$ cat src/rtl/coherence_bus_ctrl.sv
// rtl/coherence_bus_ctrl.sv - dual-core MSI shared-bus arbiter, snoop broadcaster and memory sequencer
// Optional feature macro BUS_C2C_EN: forward dirty snoop data directly to the requester.
module coherence_bus_ctrl #(
   parameter int ADDR_W = 32,
   parameter int DATA_W = 32
) (
   input  logic              clk,
   input  logic              rst,
   input  logic [2:0]        req_cmd0,
   input  logic [2:0]        req_cmd1,
   input  logic [ADDR_W-1:0] req_addr0,
   input  logic [ADDR_W-1:0] req_addr1,
   input  logic [DATA_W-1:0] req_wdata0,
   input  logic [DATA_W-1:0] req_wdata1,
   output logic              grant0,
   output logic              grant1,
   output logic [DATA_W-1:0] rdata,
   output logic              snp_rd0,
   output logic              snp_rd1,
   output logic              snp_rdx0,
   output logic              snp_rdx1,
   output logic [ADDR_W-1:0] snp_addr,
   input  logic              snp_ack0,
   input  logic              snp_ack1,
   input  logic              snp_hitm0,
   input  logic              snp_hitm1,
   input  logic [DATA_W-1:0] snp_data0,
   input  logic [DATA_W-1:0] snp_data1,
   output logic              mem_ren,
   output logic              mem_wen,
   output logic [ADDR_W-1:0] mem_addr,
   output logic [DATA_W-1:0] mem_wdata,
   input  logic [DATA_W-1:0] mem_rdata,
   input  logic              mem_ready
);

   localparam logic [2:0] CMD_BUSRD  = 3'd1;
   localparam logic [2:0] CMD_BUSRDX = 3'd2;
   localparam logic [2:0] CMD_INV    = 3'd3;
   localparam logic [2:0] CMD_WB     = 3'd4;

   typedef enum logic [2:0] {
      ST_IDLE, ST_SNOOP, ST_MEMRD, ST_FLUSH, ST_MEMWR, ST_DONE
   } state_t;

   state_t            r_state, w_next;
   logic              r_req, r_rr;
   logic [2:0]        r_cmd;
   logic [ADDR_W-1:0] r_addr;
   logic [DATA_W-1:0] r_wdata, r_fill, r_sdata;

   logic              w_pend0, w_pend1, w_start, w_win, w_ack, w_hitm;
   logic [2:0]        w_win_cmd;
   logic [DATA_W-1:0] w_snp_data;

   // Encodings 5-7 are not requests.
   assign w_pend0    = (req_cmd0 >= CMD_BUSRD) && (req_cmd0 <= CMD_WB);
   assign w_pend1    = (req_cmd1 >= CMD_BUSRD) && (req_cmd1 <= CMD_WB);
   assign w_start    = w_pend0 | w_pend1;
   assign w_win      = (w_pend0 && w_pend1) ? r_rr : w_pend1;
   assign w_win_cmd  = w_win ? req_cmd1 : req_cmd0;
   assign w_ack      = r_req ? snp_ack0  : snp_ack1;
   assign w_hitm     = r_req ? snp_hitm0 : snp_hitm1;
   assign w_snp_data = r_req ? snp_data0 : snp_data1;

   always_ff @(posedge clk or posedge rst) begin
      if (rst) r_state <= ST_IDLE;
      else     r_state <= w_next;
   end

   always_comb begin
      w_next = r_state;
      case (r_state)
         ST_IDLE:  if (w_start) w_next = (w_win_cmd == CMD_WB) ? ST_MEMWR : ST_SNOOP;
         ST_SNOOP: begin
            if (w_ack) begin
               if (r_cmd == CMD_INV) begin
                  w_next = ST_DONE;
               end else if (w_hitm) begin
`ifdef BUS_C2C_EN
                  w_next = (r_cmd == CMD_BUSRDX) ? ST_DONE : ST_FLUSH;
`else
                  w_next = ST_FLUSH;
`endif
               end else begin
                  w_next = ST_MEMRD;
               end
            end
         end
         ST_MEMRD: if (mem_ready) w_next = ST_DONE;
         ST_FLUSH: begin
`ifdef BUS_C2C_EN
            if (mem_ready) w_next = ST_DONE;
`else
            if (mem_ready) w_next = ST_MEMRD;
`endif
         end
         ST_MEMWR: if (mem_ready) w_next = ST_DONE;
         ST_DONE:  w_next = ST_IDLE;
         default:  w_next = ST_IDLE;
      endcase
   end

   always_ff @(posedge clk or posedge rst) begin
      if (rst) begin
         r_req   <= 1'b0;
         r_rr    <= 1'b0;
         r_cmd   <= 3'd0;
         r_addr  <= '0;
         r_wdata <= '0;
         r_fill  <= '0;
         r_sdata <= '0;
      end else begin
         case (r_state)
            ST_IDLE: begin
               if (w_start) begin
                  r_req   <= w_win;
                  r_cmd   <= w_win_cmd;
                  r_addr  <= w_win ? req_addr1  : req_addr0;
                  r_wdata <= w_win ? req_wdata1 : req_wdata0;
                  r_fill  <= '0;
               end
            end
            ST_SNOOP: begin
               if (w_ack && (r_cmd != CMD_INV) && w_hitm) begin
                  r_sdata <= w_snp_data;
`ifdef BUS_C2C_EN
                  r_fill  <= w_snp_data;
`endif
               end
            end
            ST_MEMRD: if (mem_ready) r_fill <= mem_rdata;
            ST_DONE:  r_rr <= ~r_req;
            default:  ;
         endcase
      end
   end

   // Every output is a pure decode of the state register and latched fields.
   always_comb begin
      grant0    = 1'b0;
      grant1    = 1'b0;
      rdata     = '0;
      snp_rd0   = 1'b0;
      snp_rd1   = 1'b0;
      snp_rdx0  = 1'b0;
      snp_rdx1  = 1'b0;
      snp_addr  = '0;
      mem_ren   = 1'b0;
      mem_wen   = 1'b0;
      mem_addr  = '0;
      mem_wdata = '0;
      case (r_state)
         ST_SNOOP: begin
            snp_addr = r_addr;
            if (r_cmd == CMD_BUSRD) begin
               snp_rd0 = r_req;
               snp_rd1 = ~r_req;
            end else begin
               snp_rdx0 = r_req;
               snp_rdx1 = ~r_req;
            end
         end
         ST_MEMRD: begin
            mem_ren  = 1'b1;
            mem_addr = r_addr;
         end
         ST_FLUSH: begin
            mem_wen   = 1'b1;
            mem_addr  = r_addr;
            mem_wdata = r_sdata;
         end
         ST_MEMWR: begin
            mem_wen   = 1'b1;
            mem_addr  = r_addr;
            mem_wdata = r_wdata;
         end
         ST_DONE: begin
            grant0 = ~r_req;
            grant1 = r_req;
            rdata  = r_fill;
         end
         default: ;
      endcase
   end

endmodule
$ cat config.mk
export PLATFORM = sky130hd
export DESIGN_NAME = coherence_bus_ctrl
export DESIGN_NICKNAME = d
export VERILOG_FILES = /design/src/rtl/coherence_bus_ctrl.sv
export SDC_FILE = /design/constraint.sdc
export NUM_CORES = 1
export LEC_CHECK = 0
export ABC_AREA = 1
export BUFFER_PORTS_ARGS = -buffer_cell sky130_fd_sc_hd__buf_4
export CAP_MARGIN = 10
export CELL_PAD_IN_SITES_DETAIL_PLACEMENT = 1
export CELL_PAD_IN_SITES_GLOBAL_PLACEMENT = 2
export CORE_UTILIZATION = 25
export CTS_CLUSTER_DIAMETER = 40
export CTS_CLUSTER_SIZE = 30
export DETAILED_ROUTE_END_ITERATION = 8
export PLACE_DENSITY_LB_ADDON = 0.1
export SYNTH_ARGS = -nofsm -noshare
export SYNTH_HDL_FRONTEND = slang
export SYNTH_SLANG_ARGS = --single-unit
$ cat constraint.sdc
create_clock -name clk -period 8.5 [get_ports clk]
set_input_delay 0.85 -clock clk [delete_from_list [all_inputs] [get_ports clk]]
set_output_delay 0.85 -clock clk [all_outputs]
set_load 0.02 [all_outputs]
==> impl_metrics.tcl, run 1 <==
set metrics [dict create \
    status "complete, no violations" \
    yosysTopAreaCell "dfrtp_1" \
    synth_area_leaders "dfrtp_1, nor2_1, o21ai_0, nand2_1, inv_1" \
    boundaryPins 373 \
    cts-buffers-inserted 17 \
    antenna_found_initial 0 \
    grt_pass1_wl_um 44100 \
    dpl_cell_area_mm2 0.0101 \
    period_share_pct 36.7 \
    drv_slew 0 \
    holdWs_ns 0.513 \
    critPathLaunch "r_state[2]$_DFFE_PP0P_" \
    yosys_register_bits 136 \
    max-slew-margin-rel_pct 24.1 \
    power.total_uw 3670 \
    cp.arrival_ns 2.27 \
    synth_cells 941 \
    clk_pin_slew_ns 0.06 \
    post-cts-setup-buffers 0 \
    cp_slowest_stage_delay_ns 0.68 \
    crit_buf_inv 2 \
    antenna_cells 0 \
    r2r-start "r_rr$_DFFE_PP0N_" \
    dieArea_mm2 0.0288 \
    firstDrtPassIters 4 \
    cts_tree "yes" \
    hold_violations 0 \
    drc 0 \
    syn_nets 1178 \
    cts_hold_buf 0 \
    cts_root_buffer "clkbuf_16" \
    leakage_uw 0.00525 \
    drv_cap 0 \
    die_w_um 170 \
    critPathSlowestCell "nor2_4" \
    async_flop_share_pct 100 \
    clock-sinks 136 \
    drtAntennaViolNets 0 \
    synthFlopType "dfrtp_1" \
    synth_edf_count 0 \
    utilization_pct 38.5 \
    power.density_mw_per_mm2 344 \
    finalSetupViolCount 0 \
    tightest_slew_ns 1.14 \
    fin_nets 1512 \
    fp.coreArea_mm2 0.0277 \
    fin_setup_tns_ns 0 \
    initial_utilization_pct 25.4 \
    synth_cell_type_count 26 \
    min_period_ns 3.12 \
    htree_levels 4 \
    place.gp.congestion 0.780 \
    skew_ns 0.00827 \
    fmax_ghz 0.321 \
    vias_per_cell 4.58 \
    ctsResizeCount 0 \
    grt_max_degree 96 \
    insertion_delay_ns 0.42 \
    synth_top_area_share_pct 48.4 \
    syn_avg_cell_area_um2 7.47 \
    port_buffers 372 \
    cp_cell_sequence "inv_2 > nand3_1 > nand2_1 > nor2_4 > nor2_1 > buf_4" \
    rsz0062_at_grt "false" \
    vdd_drop_max_mv 0.115 \
    ys_warn_count 0 \
    via_count 7632 \
    grt_pass1_vias 7630 \
    synth_area_mm2 0.00703 \
    dp_hpwl_um 20700 \
    grt_usage_pct 20.2 \
    crit_path_end_kind "output port" \
    fin_area_mm2 0.0107 \
    grt-ovfl-total 0 \
    path_max_fanout 33 \
    finalWirelength_um 29400 \
    syn_to_final_growth_pct 51.7 \
    cp_top_family "simple AND/OR/NAND/NOR gates" \
    drt_iter0_markers 389 \
    layout-drive-gt1-share_pct 33.7 \
    hp-class "in2async" \
    wl_per_cell_um 17.6 \
    cp-start-kind "register" \
    die_y_um 170 \
    rows 61 \
    max-clock-path-buffers 2 \
    setup.worst_path.class "reg2out" \
    required_ns 7.65 \
    ys_seq_area_share_pct 48.4 \
]
==> flip-flops by register name, indices dropped and copies added, names as in the netlist <==
| register | count |
|---|---|
| r_sdata | 32 |
| r_state | 3 |
| r_rr | 1 |
| r_wdata | 32 |
| r_addr | 32 |
| r_cmd | 3 |
| r_req | 1 |
| r_fill | 32 |
==> metal layers <==
metal  part of all wire [%]  track usage, %  routed length (µm)  up-vias
li1                       -               -                   -     3716
met1                     43            25.4               12800     3644
met2                     48            34.2               14000      249
met3                    7.8            5.60                2280       23
met4                    1.2            4.94                 353        0
met5                      0               0                   0        -
==> worst paths after layout <==
kind | depth (start not counted) | end | slack (ns)
worst min register to register | 2 | r_cmd[2]$_DFFE_PP0P_ | 0.53
min in group clk | 2 | r_cmd[2]$_DFFE_PP0P_ | 0.53
worst max register to register | 7 | r_addr[12]$_DFFE_PP0P_ | 5.66
max in group asynchronous | 3 | r_req$_DFFE_PP0P_ | 6.51
worst max-delay path | 6 | mem_addr[12] | 5.38
worst min-delay path | 2 | r_addr[7]$_DFFE_PP0P_ | 0.51
==> stage by stage <==
stage          std cells  worst slack, ns
3_3_place_gp        1634             5.05
6_report            1666             5.38
3_5_place_dp        1634             4.96
4_1_cts             1666             5.33
2_1_floorplan        941             4.01
5_1_grt             1666             5.15
==> worst register-to-register path: cells and delay by family (launching register included) <==
kind	cells	cell delay, ns
buffers and inverters	3	1.51
DFF	1	0.37
AOI/OAI and AO/OA	2	0.55
and+or+nand+nor	2	0.27
==> logic make-up after synthesis <==
group,count (synthesis),synth area share (%)
flip-flops,136,48.4
buffers and inverters,185,10.8
AO/OA/AOI/OAI,237,18.7
AND/OR/NAND/NOR,383,22.0
==> cell type report <==
cell class | count | area [µm²]
clock buffer | 18 | 439
timing repair buffer | 381 | 2860
sequential | 136 | 3400
inverter | 119 | 453
multi-input combinational | 620 | 2870
fill | 3500 | 17000
tap | 378 | 473
clock inverter | 14 | 161
==> Yosys cell counts, types with 2 or more instances <==
library cell  count
a21oi_1           2
a31oi_1          32
buf_1             5
buf_2            21
buf_4            10
clkbuf_1         29
dfrtp_1         136
inv_1           111
inv_2             8
nand2_1         127
nand2_2           3
nand3_1          39
nor2_1          201
nor2_4            2
nor3_1            6
o21ai_0         120
o21ai_1          17
o22ai_1          64
==> power breakdown <==
| part | switching (µW) | internal [µW] |
|---|---|---|
| combinational | 1210 | 638 |
| clock | 319 | 447 |
| sequential | 107 | 952 |
==> placed cells by master (no fill, tap or decap), types with 7 or more instances in the layout <==
master,Yosys,layout
a31oi_1,32,32
buf_4,10,381
clkbuf_16,0,17
dfrtp_1,136,135
inv_1,111,110
inv_2,8,7
nand2_1,127,127
nand3_1,39,39
nor2_1,201,201
o21ai_0,120,120
o21ai_1,17,17
o22ai_1,64,64
Note: power is estimated with default switching activity, not from simulation.
==> run 2, diff against run 1 <==
- CORE_UTILIZATION: 25 -> 21
- clock period: 8.5 -> 2.63 ns (I/O delays scaled with it)
==> run 2 against run 1 <==
Compared with the run above: clock skew increased by 0.0031 ns; clock power increased to 2.9 times the previous value; largest cell class unchanged; core utilization decreased by 5.2 points; critical path depth increased by 1; register-to-register slack got worse by 5.1 ns; combinational power increased to 3.4 times the previous value; wire length increased by 4.7%; via count decreased by 0.22%; sequential power increased to 3.2 times the previous value; count of clock-buffer cells in the layout increased by 2.
==> impl_metrics.tcl, run 2 (synthesis gave the netlist of run 1 again) <==
set metrics [dict create \
    setup.worst_path.class "reg2out" \
    insertion_delay_ns 0.42 \
    place.gp.congestion 0.754 \
    cts_tree "yes" \
    grt_pass1_vias 7868 \
    fin_nets 1524 \
    clk_pin_slew_ns 0.07 \
    finalWirelength_um 30700 \
    fillCellCount 4037 \
    clock-sinks 136 \
    cp_slowest_stage_delay_ns 0.51 \
    grt_max_degree 69 \
    skew_ns 0.0114 \
    port_buffers 372 \
    via_count 7615 \
    leakage_uw 0.00528 \
    firstDrtPassIters 4 \
    initial_utilization_pct 21.5 \
    period_share_pct 93.4 \
    tightest_slew_ns 0.601 \
    vias_per_cell 4.37 \
    htree_levels 4 \
    layout-drive-gt1-share_pct 34.0 \
    antenna_found_initial 2 \
    cp_cell_sequence "inv_2 > nand3_1 > nand2_1 > nor2_4 > buf_12 > nor2_1 > buf_4" \
    dieArea_mm2 0.0342 \
    drt_iter0_markers 303 \
    hp-class "in2reg" \
    vdd_drop_max_mv 0.394 \
    min_period_ns 2.46 \
    finalSetupViolCount 0 \
    grt_usage_pct 18.0 \
    dp_hpwl_um 22500 \
    status "complete, no violations" \
    layout_commonest_cell "buf_4" \
    required_ns 2.37 \
    critPathSlowestCell "dfrtp_1" \
    fmax_ghz 0.407 \
    syn_to_final_growth_pct 54.7 \
    path_max_fanout 21 \
    hold_violations 0 \
    cts_root_buffer "clkbuf_16" \
    cp.arrival_ns 2.19 \
    die_y_um 185 \
    drtAntennaViolNets 0 \
    post-cts-setup-buffers 0 \
    drc 0 \
    most-common-layout-cells "buf_4, nor2_1, dfrtp_1" \
    cts-buffers-inserted 17 \
    max-clock-path-buffers 2 \
    fin_setup_tns_ns 0 \
    boundaryPins 373 \
    crit_path_end_kind "output port" \
    rsz0062_at_grt "false" \
    fp.coreArea_mm2 0.0327 \
    grt-ovfl-total 0 \
    rows 66 \
    drv_slew 0 \
    power.density_mw_per_mm2 1090 \
    max-slew-margin-rel_pct 59.9 \
    drv_cap 0 \
    cp-start-kind "register" \
    die_w_um 185 \
    grt_pass1_wl_um 46600 \
    wl_per_cell_um 17.6 \
    power.total_uw 11900 \
]
run 2: cell types whose count changed in the layout (fill, tap and decap cells not counted):
cell           before  now
dlygate4sd3_1       0    1
inv_6               6    4
buf_12              0    8
buf_4             381  384
bufinv_16           2    0
clkbuf_1            0    3
clkinv_4            4    1
clkbuf_8            1    0
diode_2             0    1
clkinvlp_4          3    8
run 2: path summary, 6_finish.rpt:
| path | from | to | slack, ns | cells past startpoint |
|---|---|---|---|---|
| worst max-delay path | r_state[2]$_DFFE_PP0P_ | mem_addr[28] | 0.17 | 7 |
| worst min-delay path | mem_rdata[14] | r_fill[14]$_DFFE_PP0P_ | 0.08 | 3 |
| worst max register to register | r_req$_DFFE_PP0P_ | r_sdata[17]$_DFFE_PP0P_ | 0.54 | 7 |
| worst min register to register | r_rr$_DFFE_PP0N_ | r_rr$_DFFE_PP0N_ | 0.52 | 2 |
| max in group asynchronous | rst | r_sdata[29]$_DFFE_PP0P_ | 1.49 | 4 |
| min in group asynchronous | rst | r_addr[17]$_DFFE_PP0P_ | 0.40 | 3 |
run 2: layout make-up:
cell class	instances	area, µm²	share of cell area [%]
clock inverters	12	96.3	0.886
repair buffers	393	3050	28.1
multi-input cells	620	2870	26.4
well taps	442	553	5.09
flip-flops and latches	136	3400	31.3
diodes	1	2.50	0.0230
inverters	119	452	4.16
clock buffers	20	437	4.02
run 2: layer usage:
metal  routed length, µm  global-route usage, %  share of wire [%]
met4                 338                   4.03                1.1
met1               13500                   22.6                 44
met2               14400                   29.8                 47
met5                  13                      0              0.042
met3                2480                   5.80                8.1
run 2: critical path, delay by kind of cell (launching register included):
kind                   cells  cell delay [ns]
DFF                        1             0.51
and+or+nand+nor            4             0.80
buffers and inverters      3             0.45
run 2: where the power goes:
part	switching (µW)	leakage, µW	total (µW)	internal, µW
registers	358	0.00168	3430	3080
clock network	1030	0.000236	2250	1220
logic	3970	0.00337	6210	2240
run 2: what timing repair did:
item	4_1_cts	5_1_grt
hold buffers	1	0
hold endpoints to repair	11	0
resized for setup	0	0
run 2: stage by stage:
step,area (µm²),util (%),hold slack (ns),worst slack [ns],instances
3_3_place_gp,10300,31.6,0.287,0.538,1709
6_report,10900,33.2,0.0789,0.174,1743
3_5_place_dp,10300,31.6,0.286,0.505,1709
4_1_cts,10900,33.2,0.0570,0.162,1742
2_1_floorplan,7030,-,0.410,0.674,941
5_1_grt,10900,33.2,0.0636,0.0304,1742
